### config.mk
export PLATFORM = sky130hd
export DESIGN_NAME = microseq_control_unit
export DESIGN_NICKNAME = d
export VERILOG_FILES = /design/src/rtl/microseq_control_unit.sv
export SDC_FILE = /design/constraint.sdc
export NUM_CORES = 1
export LEC_CHECK = 0
export ABC_CLOCK_PERIOD_IN_PS = 5350
export CAP_MARGIN = 25
export CELL_PAD_IN_SITES_DETAIL_PLACEMENT = 2
export CELL_PAD_IN_SITES_GLOBAL_PLACEMENT = 2
export CORE_MARGIN = 2
export CORE_UTILIZATION = 21
export CTS_CLUSTER_DIAMETER = 80
export DETAILED_ROUTE_END_ITERATION = 6
export PLACE_DENSITY_LB_ADDON = 0.1
export SYNTH_ARGS = -nofsm -noshare
export SYNTH_HDL_FRONTEND = slang
export SYNTH_SLANG_ARGS = --single-unit
### constraint.sdc
create_clock -name clk -period 5.35 [get_ports clk]
set_input_delay 0.535 -clock clk [delete_from_list [all_inputs] [get_ports clk]]
set_output_delay 0.535 -clock clk [all_outputs]
set_load 0.02 [all_outputs]
### src/rtl/microseq_control_unit.sv
// ---------------------------------------------------------------------------
// microseq_control_unit
//   Hardwired multi-cycle control sequencer for the mini-SRC datapath.
//   Fetches in T0..T2, decodes the IR opcode and emits per-step datapath
//   control for each instruction class. Memory steps (Read / ramWE) stall
//   on mem_ready; a stall of TIMEOUT consecutive cycles halts the sequencer
//   and latches mem_err. HALT is left only through clr.
//
// Ports
//   clk        in   system clock, rising edge
//   clr        in   asynchronous active-low reset
//   run        in   permits starting a new instruction
//   ir         in   instruction register contents (opcode in the top OPW bits)
//   mem_ready  in   memory done for the current Read/ramWE step
//   ctrl       out  28-bit datapath control vector (Moore decode)
//   step       out  current T index, 0 when IDLE or HALT
//   busy       out  high in T0..T7
//   instr_done out  high during the final (advancing) cycle of an instruction
//   halted     out  high in HALT
//   mem_err    out  sticky memory-timeout flag
// ---------------------------------------------------------------------------
module microseq_control_unit #(
    parameter int IR_W    = 32,
    parameter int OPW     = 5,
    parameter int TIMEOUT = 15
) (
    input  logic            clk,
    input  logic            clr,
    input  logic            run,
    input  logic [IR_W-1:0] ir,
    input  logic            mem_ready,
    output logic [27:0]     ctrl,
    output logic [2:0]      step,
    output logic            busy,
    output logic            instr_done,
    output logic            halted,
    output logic            mem_err
);

    // ctrl bit positions
    localparam int B_PCOUT    = 0;
    localparam int B_PCIN     = 1;
    localparam int B_INCPC    = 2;
    localparam int B_MARIN    = 3;
    localparam int B_MDRIN    = 4;
    localparam int B_MDROUT   = 5;
    localparam int B_READ     = 6;
    localparam int B_RAMWE    = 7;
    localparam int B_IRIN     = 8;
    localparam int B_YIN      = 9;
    localparam int B_ZLOWIN   = 10;
    localparam int B_ZHIGHIN  = 11;
    localparam int B_ZLOWOUT  = 12;
    localparam int B_ZHIGHOUT = 13;
    localparam int B_HIIN     = 14;
    localparam int B_LOIN     = 15;
    localparam int B_HIOUT    = 16;
    localparam int B_LOOUT    = 17;
    localparam int B_GRA      = 18;
    localparam int B_GRB      = 19;
    localparam int B_GRC      = 20;
    localparam int B_RIN      = 21;
    localparam int B_ROUT     = 22;
    localparam int B_BAOUT    = 23;
    localparam int B_COUT     = 24;
    localparam int B_INPORT   = 25;
    localparam int B_OUTPORT  = 26;

    // Counter only has to reach TIMEOUT-1 before the halting edge.
    localparam int CW = (TIMEOUT > 1) ? $clog2(TIMEOUT) : 1;

    typedef enum logic [3:0] {
        S_IDLE = 4'd0,
        S_T0   = 4'd1,
        S_T1   = 4'd2,
        S_T2   = 4'd3,
        S_T3   = 4'd4,
        S_T4   = 4'd5,
        S_T5   = 4'd6,
        S_T6   = 4'd7,
        S_T7   = 4'd8,
        S_HALT = 4'd9
    } state_e;

    typedef enum logic [3:0] {
        C_LD, C_LDI, C_ST, C_ALU3, C_ALUI, C_MULDIV,
        C_IN, C_OUT, C_MFHI, C_MFLO, C_NOP, C_HALT
    } cls_e;

    state_e          state_q, state_d;
    logic [CW-1:0]   wcnt_q, wcnt_d;
    logic            err_q, err_d;

    logic [OPW-1:0]  opcode;
    int unsigned     opv;
    cls_e            cls;
    logic [2:0]      last_t;
    logic            is_last;
    logic            mem_wait;
    logic            timeout_hit;
    logic            unused_ir;

    assign opcode    = ir[IR_W-1 -: OPW];
    assign unused_ir = ^ir[IR_W-OPW-1:0];

    // Opcode class decode
    always_comb begin
        opv = 32'(opcode);
        cls = C_NOP;
        if (opv == 0)                   cls = C_LD;
        else if (opv == 1)              cls = C_LDI;
        else if (opv == 2)              cls = C_ST;
        else if (opv inside {[3:11]})   cls = C_ALU3;
        else if (opv inside {[12:14]})  cls = C_ALUI;
        else if (opv inside {[15:16]})  cls = C_MULDIV;
        else if (opv == 22)             cls = C_IN;
        else if (opv == 23)             cls = C_OUT;
        else if (opv == 24)             cls = C_MFHI;
        else if (opv == 25)             cls = C_MFLO;
        else if (opv == 27)             cls = C_HALT;
    end

    // Final T-step of each class
    always_comb begin
        unique case (cls)
            C_LD, C_ST:              last_t = 3'd7;
            C_MULDIV:                last_t = 3'd6;
            C_LDI, C_ALU3, C_ALUI:   last_t = 3'd5;
            C_IN, C_OUT, C_MFHI,
            C_MFLO:                  last_t = 3'd3;
            default:                 last_t = 3'd2;
        endcase
    end

    // Status outputs derived from registered state
    assign busy    = (state_q != S_IDLE) && (state_q != S_HALT);
    assign halted  = (state_q == S_HALT);
    assign step    = busy ? 3'(state_q - S_T0) : 3'd0;
    assign mem_err = err_q;

    // Moore control decode: registered state plus opcode
    always_comb begin
        ctrl = '0;
        unique case (state_q)
            S_T0: begin
                ctrl[B_PCOUT] = 1'b1; ctrl[B_MARIN]  = 1'b1;
                ctrl[B_INCPC] = 1'b1; ctrl[B_ZLOWIN] = 1'b1;
            end
            S_T1: begin
                ctrl[B_ZLOWOUT] = 1'b1; ctrl[B_PCIN]  = 1'b1;
                ctrl[B_READ]    = 1'b1; ctrl[B_MDRIN] = 1'b1;
            end
            S_T2: begin
                ctrl[B_MDROUT] = 1'b1; ctrl[B_IRIN] = 1'b1;
            end
            S_T3: begin
                unique case (cls)
                    C_LD, C_LDI, C_ST: begin
                        ctrl[B_GRB] = 1'b1; ctrl[B_BAOUT] = 1'b1; ctrl[B_YIN] = 1'b1;
                    end
                    C_ALU3, C_ALUI: begin
                        ctrl[B_GRB] = 1'b1; ctrl[B_ROUT] = 1'b1; ctrl[B_YIN] = 1'b1;
                    end
                    C_MULDIV: begin
                        ctrl[B_GRA] = 1'b1; ctrl[B_ROUT] = 1'b1; ctrl[B_YIN] = 1'b1;
                    end
                    C_IN: begin
                        ctrl[B_INPORT] = 1'b1; ctrl[B_GRA] = 1'b1; ctrl[B_RIN] = 1'b1;
                    end
                    C_OUT: begin
                        ctrl[B_GRA] = 1'b1; ctrl[B_ROUT] = 1'b1; ctrl[B_OUTPORT] = 1'b1;
                    end
                    C_MFHI: begin
                        ctrl[B_HIOUT] = 1'b1; ctrl[B_GRA] = 1'b1; ctrl[B_RIN] = 1'b1;
                    end
                    C_MFLO: begin
                        ctrl[B_LOOUT] = 1'b1; ctrl[B_GRA] = 1'b1; ctrl[B_RIN] = 1'b1;
                    end
                    default: ;
                endcase
            end
            S_T4: begin
                unique case (cls)
                    C_LD, C_LDI, C_ST, C_ALUI: begin
                        ctrl[B_COUT] = 1'b1;
                        ctrl[B_ZLOWIN] = 1'b1; ctrl[B_ZHIGHIN] = 1'b1;
                    end
                    C_ALU3: begin
                        ctrl[B_GRC] = 1'b1; ctrl[B_ROUT] = 1'b1;
                        ctrl[B_ZLOWIN] = 1'b1; ctrl[B_ZHIGHIN] = 1'b1;
                    end
                    C_MULDIV: begin
                        ctrl[B_GRB] = 1'b1; ctrl[B_ROUT] = 1'b1;
                        ctrl[B_ZLOWIN] = 1'b1; ctrl[B_ZHIGHIN] = 1'b1;
                    end
                    default: ;
                endcase
            end
            S_T5: begin
                unique case (cls)
                    C_LD, C_ST: begin
                        ctrl[B_ZLOWOUT] = 1'b1; ctrl[B_MARIN] = 1'b1;
                    end
                    C_LDI, C_ALU3, C_ALUI: begin
                        ctrl[B_ZLOWOUT] = 1'b1; ctrl[B_GRA] = 1'b1; ctrl[B_RIN] = 1'b1;
                    end
                    C_MULDIV: begin
                        ctrl[B_ZLOWOUT] = 1'b1; ctrl[B_LOIN] = 1'b1;
                    end
                    default: ;
                endcase
            end
            S_T6: begin
                unique case (cls)
                    C_LD: begin
                        ctrl[B_READ] = 1'b1; ctrl[B_MDRIN] = 1'b1;
                    end
                    C_ST: begin
                        ctrl[B_GRA] = 1'b1; ctrl[B_ROUT] = 1'b1; ctrl[B_MDRIN] = 1'b1;
                    end
                    C_MULDIV: begin
                        ctrl[B_ZHIGHOUT] = 1'b1; ctrl[B_HIIN] = 1'b1;
                    end
                    default: ;
                endcase
            end
            S_T7: begin
                unique case (cls)
                    C_LD: begin
                        ctrl[B_MDROUT] = 1'b1; ctrl[B_GRA] = 1'b1; ctrl[B_RIN] = 1'b1;
                    end
                    C_ST: begin
                        ctrl[B_MDROUT] = 1'b1; ctrl[B_RAMWE] = 1'b1;
                    end
                    default: ;
                endcase
            end
            default: ;
        endcase
    end

    // A memory step is recognised from its own control word, so any step
    // driving Read or ramWE stalls on mem_ready.
    assign mem_wait    = busy && (ctrl[B_READ] || ctrl[B_RAMWE]) && !mem_ready;
    assign timeout_hit = mem_wait && (TIMEOUT != 0) && (wcnt_q == CW'(TIMEOUT - 1));
    assign is_last     = busy && (step == last_t);
    assign instr_done  = is_last && !mem_wait;

    always_comb begin
        state_d = state_q;
        wcnt_d  = '0;
        err_d   = err_q;
        unique case (state_q)
            S_IDLE: if (run) state_d = S_T0;
            S_HALT: ;
            default: begin
                if (mem_wait) begin
                    if (timeout_hit) begin
                        state_d = S_HALT;
                        err_d   = 1'b1;
                    end else begin
                        wcnt_d = wcnt_q + 1'b1;
                    end
                end else if (is_last) begin
                    if (cls == C_HALT) state_d = S_HALT;
                    else               state_d = run ? S_T0 : S_IDLE;
                end else begin
                    state_d = state_e'(state_q + 4'd1);
                end
            end
        endcase
    end

    always_ff @(posedge clk or negedge clr) begin
        if (!clr) begin
            state_q <= S_IDLE;
            wcnt_q  <= '0;
            err_q   <= 1'b0;
        end else begin
            state_q <= state_d;
            wcnt_q  <= wcnt_d;
            err_q   <= err_d;
        end
    end

endmodule
==> results of run 1 <==
power by group through the flow:
stage / clock (uW) / combinational, uW / sequential (uW)
global route: 85.9 / 632 / 143
global placement: 0 / 582 / 132
CTS: 83.5 / 593 / 135
detailed placement: 0 / 589 / 136
finish: 79.5 / 581 / 136
floorplan: 0 / 416 / 99.7
cell usage after synthesis, types with 2 or more instances:
cell type  number  share of area, %
or3_1           3               1.5
o21ai_0         5               2.1
nor4_1          7               3.6
nor3_1          5               2.1
dfrtp_1         9                19
nand2_1        14               4.3
nor2_1         22               6.8
a21oi_2         3               2.2
a31oi_1         4               2.1
nor3b_1         2               1.2
xnor2_1         2               1.4
nand3b_1        2               1.2
nor4b_1         2               1.4
buf_2           8               3.3
nand4_1         2               1.0
a32o_1          2               1.6
a21oi_1         5               2.1
inv_1          10               3.1
and2_1          2               1.0
buf_4           4               2.5
nand3_1         4               1.6
nor2b_1         2               1.0
nor2_2          2               1.0
ha_1            6               6.2
nand2b_1        4               2.1
critical path: stages:
cell and delay (ps):
clkdlybuf4s50_1 920, nand2b_1 240, nor3b_1 200, a211oi_2 290, nand4b_4 190, nor2_1 130
clkdlybuf4s50_1 610
final timing paths:
| kind | startpoint | endpoint | slack [ps] | depth (start not counted) |
|---|---|---|---|---|
| max reg2reg | state_q[0]$_DFFE_PN0P_ | state_q[0]$_DFFE_PN0P_ | 2730 | 8 |
| max | ir[30] | instr_done | 1680 | 7 |
| min reg2reg | mem_err$_DFFE_PN0P_ | mem_err$_DFFE_PN0P_ | 480 | 1 |
| min in group asynchronous | clr | state_q[1]$_DFFE_PN0P_ | 610 | 1 |
| max in group asynchronous | clr | wcnt_q[2]$_DFF_PN0_ | 4440 | 1 |
| min | mem_err$_DFFE_PN0P_ | mem_err$_DFFE_PN0P_ | 480 | 1 |
registers in the layout (all words and copies together), names as in the netlist:
signal   cells
wcnt_q       4
mem_err      1
state_q      4
metrics by stage:
step	instance area, um2	hold WS, ps	worst slack, ps	utilization [%]
detailed placement	1650	489	1710	29.7
CTS	1690	501	1690	30.5
finish	1690	484	1680	30.5
global placement	1650	455	1730	29.7
global route	1690	525	1530	30.5
floorplan	1220	239	2710	-
cell type report:
class | count | area [um2] | area share (%)
multi-input cells | 127 | 868 | 51.4
repair buffers | 42 | 420 | 24.9
flip-flops and latches | 9 | 225 | 13.3
well taps | 72 | 90.1 | 5.33
clock buffers | 4 | 45.0 | 2.66
inverters | 11 | 41.3 | 2.44
cells by family after synthesis:
kind of cell	after synthesis
buffers and inverters	24
DFF	9
and+or+nand+nor	81
other	1
xor gates and xnor gates	3
muxes	2
adders and majority gates	6
AOI/OAI and AO/OA	34
metal layers:
| metal | vias to the layer above | track usage, % |
|---|---|---|
| met2 | 29 | 23.9 |
| met1 | 666 | 19.7 |
| met4 | 0 | 3.73 |
| met5 | - | 0 |
| li1 | 639 | - |
| met3 | 2 | 0.787 |
==> out/results.tsv, run 1 <==
metric	value	unit
status	finished, final reports clean	
cts repair resizes	0	
fin crit share	68.6	%
clock sinks	9	
fraction of registers with async set/reset	100	%
later-pin clock latency in the skew report	230	ps
combinational power share	72.9	%
crit path capture type	primary output	
CTS tree	yes	
Initial Utilization	22.0	%
Setup-failing EPs final	0	
crit path kind	in -> out	
IO Port Bufs	42	
max-slew violations	0	
largest family of logic cells by synthesized area	simple AND/OR/NAND/NOR gates	
clock share of power	10.0	%
Synth Area in Compound Gates	23.3	%
final hold vios	0	
Die X	80.1	um
Leakage	0.000655	uW
Top Metal Used	met4	
first-pass GRT wire length	7.26	mm
Yosys reg bits	9	
DRT antenna net count	0	
wire length on met2	2.07	mm
Cell Count, Final, Fillers Out	265	
fill cell total of the finished layout	658	
metal1 wirelength	2.17	mm
Yosys Warn Count	0	
Die ar.	6420	um2
Layout Nets	236	
Post-CTS Hold Buffers	0	
CTS H-tree lvls	1	
largest net degree at the start of global routing	18	
XOR/XNOR Fraction of Synth Area	2.16	%
Critical Path Start Type	input pin	
Total GRT Usage	14.2	%
P_sw	399	uW
Hold Path Class	reg -> reg	
via/cell ratio	5.04	
Internal	397	uW
top-level port count	71	
CTS Buffer Depth	2	
drt drc	0	
Tmin final	3670	ps
Max-Cap Viols	0	
setup bufs post-CTS	0	
initial antenna violation count	0	
routed length on met3	142	um
Cells after DPL	261	
Core ar.	5540	um2
commonest non-fill, non-tap cell in the layout	clkdlybuf4s50_1	
Die Span Y	80.1	um
required time worst endpoint	4820	ps
WP data arrival	3130	ps
EDFF count, synth	0	
sequential share of the synthesized area	18.5	%
post-synth cell types	54	
power per cell area	471	nW/um2
Wirelength per Cell	16.6	um
adder-cell share of the synthesized area	6.17	%
n_diodes	0	
aggregate routed wire length	4.40	mm
Sw Ratio	50.1	%
post-synthesis cell area	1220	um2
Syn Nets	202	
via count	1336	
# rows	27	
Post-synth top flop	dfrtp_1	
Cells after Synth	160	
Clock transition at path regs	50	ps
CTS Buf Count	3	
Slew @ Worst Pin	698	ps
post-synthesis mux area share	2.06	%
worst rel slew slack	53.3	%
Setup Skew	2.68	ps
vias in the first global route	1379	
leading cell types in the layout, fill and taps excluded	clkdlybuf4s50_1, nor2_1, nand2_1, inv_1, dfrtp_1	
Tot Pwr	796	uW
dpl hpwl	3.47	mm
total grt overflow	0	
Post-Synth Simple-Gate Area	37.4	%
FMAX	0.273	GHz
GP Congestion	0.724	
register share of total power	17.1	%
DRT iter0 DRCs	95	
RSZ-0062 raised after global routing	no	
Max VDD drop	0.244	mV
DRT Pass-1 Iters	4	
Clock Root Buffer	clkbuf_8	
Mapped Avg Cell Area	7.60	um2
share of post-route cells with drive strength above 1	10.4	%
CP max FO	17	
Post-Route Setup TNS	0	ps
Area Overhead vs Synth	39.0	%
No activity file was read; power rests on OpenSTA's default activity.
==> run 2: changes to the inputs <==
Settings changed: ABC_CLOCK_PERIOD_IN_PS 5350 to 3100, CORE_UTILIZATION 21 to 17.
Clock period 5.35 ns to 3.1 ns, I/O delays scaled along.
==> out/results.tsv, run 2 (same netlist as run 1, synthesis figures left out) <==
metric	value	unit
fill cell total of the finished layout	807	
Die X	88.6	um
Tmin final	2910	ps
Min Hold Slack	386	ps
leading cell types in the layout, fill and taps excluded	clkdlybuf4s50_1, nor2_1, buf_4, nand2_1, inv_1	
Core Util, Final	27.4	%
crit path capture type	primary output	
DRT iter0 DRCs	33	
Die Span Y	88.6	um
total grt overflow	0	
CTS tree	yes	
register share of total power	14.9	%
max-slew violations	0	
Setup-failing EPs final	0	
combinational power share	75.9	%
routed length on met3	129	um
CTS H-tree lvls	1	
metal1 wirelength	2.09	mm
n_diodes	0	
Top Metal Used	met4	
drt drc	0	
top-level port count	71	
Core ar.	6870	um2
commonest non-fill, non-tap cell in the layout	clkdlybuf4s50_1	
Total GRT Usage	12.6	%
Setup Skew	3.32	ps
total area of sequential cells	225	um2
Wirelength per Cell	15.2	um
GP Congestion	0.796	
Critical Path Start Type	input pin	
DRT antenna net count	0	
WP data arrival	2600	ps
via count	1381	
status	finished, final reports clean	
CTS Buf Count	3	
Initial Utilization	17.7	%
wire length on met2	2.45	mm
P_sw	711	uW
final hold vios	0	
FMAX	0.343	GHz
# rows	30	
Area Overhead vs Synth	54.5	%
setup bufs post-CTS	0	
IO Port Bufs	42	
fin crit share	94.0	%
via/cell ratio	4.47	
clock sinks	9	
required time worst endpoint	2790	ps
largest net degree at the start of global routing	13	
Layout Nets	256	
Sw Ratio	48.7	%
cts repair resizes	0	
Clock Root Buffer	clkbuf_8	
Clock transition at path regs	40	ps
initial antenna violation count	0	
aggregate routed wire length	4.71	mm
crit path kind	in -> out	
Slew @ Worst Pin	700	ps
Internal	748	uW
share of post-route cells with drive strength above 1	19.2	%
DRT Pass-1 Iters	4	
later-pin clock latency in the skew report	230	ps
CTS Buffer Depth	2	
Post-CTS Hold Buffers	0	
Leakage	0.000769	uW
dpl hpwl	3.98	mm
multi-input logic area	875	um2
Cells after DPL	305	
power per cell area	776	nW/um2
Max-Cap Viols	0	
R2R Setup Slk	710	ps
Cell Count, Final, Fillers Out	309	
worst rel slew slack	52.9	%
Max VDD drop	0.308	mV
Die ar.	7850	um2
Post-Route Setup TNS	0	ps
Hold Path Class	in -> async	
vias in the first global route	1506	
first-pass GRT wire length	7.71	mm
CP max FO	9	
RSZ-0062 raised after global routing	no	
clock share of power	9.2	%
[run 2: path summary, 6_finish.rpt]
| path | startpoint | end | cells past startpoint |
|---|---|---|---|
| setup / recovery | ir[30] | ctrl[18] | 7 |
| hold / removal | clr | wcnt_q[2]$_DFF_PN0_ | 1 |
| setup reg to reg | state_q[1]$_DFFE_PN0P_ | state_q[0]$_DFFE_PN0P_ | 9 |
| hold reg to reg | wcnt_q[0]$_DFF_PN0_ | wcnt_q[0]$_DFF_PN0_ | 1 |
| max in group asynchronous | clr | state_q[0]$_DFFE_PN0P_ | 1 |
| min in group clk | wcnt_q[0]$_DFF_PN0_ | wcnt_q[0]$_DFF_PN0_ | 1 |
[run 2: per-layer routing]
layer | track usage (%) | vias up
met5 | 0 | -
met4 | 2.89 | 0
met3 | 0.933 | 4
met2 | 23.8 | 32
met1 | 15.4 | 666
li1 | - | 679
[run 2: critical path: stages]
cell and delay, ps:
clkdlybuf4s50_1 610, buf_4 260, nor4_1 310, buf_4 190, nand4_1 160, o211ai_1 130
clkdlybuf4s50_1 640
[run 2: cell type report]
type                       instances  area share [%]
multi-input combinational        127            46.5
timing repair buffer              62            30.5
sequential                         9            12.0
tap                               96            6.39
clock buffer                       4            2.40
inverter                          11            2.20
[run 2: power by group through the flow]
| stage | logic, uW | clock network [uW] | registers [uW] |
|---|---|---|---|
| floorplan | 719 | 0 | 172 |
| global placement | 1110 | 0 | 214 |
| detailed placement | 1130 | 0 | 220 |
| CTS | 1130 | 139 | 218 |
| global route | 1210 | 146 | 223 |
| finish | 1110 | 134 | 217 |
[run 2: per-stage QoR]
step | cell area, um2 | setup WS (ps) | total power (uW)
6_report | 1880 | 185 | 1460
5_1_grt | 1880 | 10.4 | 1580
4_1_cts | 1870 | 40.1 | 1490
3_5_place_dp | 1830 | 90.6 | 1350
3_3_place_gp | 1830 | 124 | 1320
2_1_floorplan | 1220 | 687 | 891
==> run 3: changes to the inputs <==
Settings changed: CORE_ASPECT_RATIO from default to 0.6, REMOVE_ABC_BUFFERS from default to 1.
==> out/results.tsv, run 3 (same netlist as run 1, synthesis figures left out) <==
metric	value	unit
Reg2Reg Depth	9	
Critical Path, Cell by Cell	clkdlybuf4s50_1 > buf_4 > nor4_1 > nor2_1 > or2_1 > o2111ai_1 > clkdlybuf4s50_1	
Slew @ Worst Pin	559	ps
dpl ws	90.6	ps
power per cell area	834	nW/um2
Wirelength per Cell	17.5	um
dpl hpwl	4.31	mm
Total GRT Usage	13.7	%
max-slew violations	0	
Setup Skew	1.30	ps
Crit path buffers/inverters	3	
total grt overflow	0	
R2R Setup Slk	640	ps
FMAX	0.347	GHz
Clock transition at path regs	40	ps
initial antenna violation count	0	
Area Overhead vs Synth	54.9	%
crit path capture type	primary output	
top-level port count	71	
setup bufs post-CTS	0	
placed cell areas	1800	um2
WP data arrival	2570	ps
Die ar.	7870	um2
first-pass GRT wire length	8.44	mm
RSZ-0062 raised after global routing	no	
Leakage	0.000785	uW
CTS Buf Count	3	
Die X	113	um
CTS tree	yes	
Post-CTS Hold Buffers	0	
clock sinks	9	
final hold vios	0	
IO Port Bufs	42	
drt drc	3	
PnR worst setup slack	221	ps
fin crit share	92.9	%
leading cell types in the layout, fill and taps excluded	clkdlybuf4s50_1, nor2_1, buf_4, nand2_1, inv_1	
Critical Path Start Type	input pin	
slowest stage cell on the critical path	clkdlybuf4s50_1	
CP max FO	11	
Max-Cap Viols	0	
Layout Nets	254	
DRT antenna net count	0	
CTS H-tree lvls	1	
Max stage delay on crit path	630	ps
later-pin clock latency in the skew report	240	ps
largest net degree at the start of global routing	15	
Core ar.	6790	um2
GP Congestion	0.817	
Die Span Y	69.5	um
n_diodes	0	
Core Util, Final	27.7	%
failing checks	design-rule violations	
required time worst endpoint	2790	ps
Worst path depth	7	
r2r endpoint	state_q[0]$_DFFE_PN0P_	
Cell Count, Final, Fillers Out	298	
crit path kind	in -> out	
worst reg2reg startpoint	state_q[1]$_DFFE_PN0P_	
worst rel slew slack	62.2	%
cell area after layout	1880	um2
Setup-failing EPs final	0	
vias in the first global route	1494	
Cells after DPL	294	
# rows	23	
via count	1375	
fill cell total of the finished layout	795	
Tmin final	2880	ps
commonest non-fill, non-tap cell in the layout	clkdlybuf4s50_1	
Initial Utilization	17.9	%
most frequent CP cell	clkdlybuf4s50_1	
DRT Pass-1 Iters	6	
Clock Root Buffer	clkbuf_16	
DRT iter0 DRCs	45	
share of post-route cells with drive strength above 1	18.5	%
status	complete, but fails checks	
Max VDD drop	0.358	mV
aggregate routed wire length	5.23	mm
via/cell ratio	4.61	
Post-Route Setup TNS	0	ps
CTS Buffer Depth	2	
Hold Path Class	in -> async	
CP top delay family	buffers and inverters	
run 3: cell types whose count changed in the layout (fill, tap and decap cells not counted):
cell / delta
buf_4: -2
clkbuf_1: -1
nor4_2: -1
dlymetal6s2s_1: +1
nor4_1: +1
clkdlybuf4s50_1: -1
clkbuf_8: -3
clkbuf_16: +3
clkinv_2: +1
run 3: repair_timing:
| action | CTS | global route |
|---|---|---|
| setup endpoints to repair | 0 | 5 |
| endpoints found under the hold margin | 0 | 0 |
| resized for setup | 0 | 2 |
run 3: worst max path at each step:
stage	startpoint	end	slack [ps]
6_report	ir[30]	ctrl[22]	220
5_1_grt	ir[30]	ctrl[22]	60
4_1_cts	state_q[1]$_DFFE_PN0P_	instr_done	50
3_5_place_dp	ir[29]	instr_done	90
3_3_place_gp	ir[29]	instr_done	140
2_1_floorplan	state_q[0]$_DFFE_PN0P_	instr_done	670
run 3: report_power, final:
group	internal, uW	switching (uW)
clock network	170	62.0
registers	150	63.6
logic	494	632
total	814	757
run 3: layout make-up:
| cell class | instances | area, um2 | share of cell area (%) |
|---|---|---|---|
| Clock buffer | 3 | 75.1 | 3.98 |
| Timing Repair Buffer | 60 | 561 | 29.7 |
| Sequential cell | 9 | 225 | 12.0 |
| Multi-Input combinational cell | 127 | 868 | 46.1 |
| Tap cell | 87 | 109 | 5.78 |
| Inverter | 11 | 41.3 | 2.19 |
| Clock inverter | 1 | 5.00 | 0.266 |
run 3: per-stage QoR:
step                      total power (uW)  hold WS, ps
after detailed placement              1350          497
final                                 1570          392
after floorplan                        852         14.4
after global placement                1320          447
after CTS                             1600          402
after global routing                  1690          417
run 3: per-layer routing:
layer | GRT usage, % | wire [um] | vias up
li1 | - | - | 676
met1 | 20.9 | 2790 | 669
met2 | 20.2 | 2200 | 30
met3 | 2.88 | 237 | 0
met4 | 1.22 | 0 | 0
met5 | 0 | 0 | -
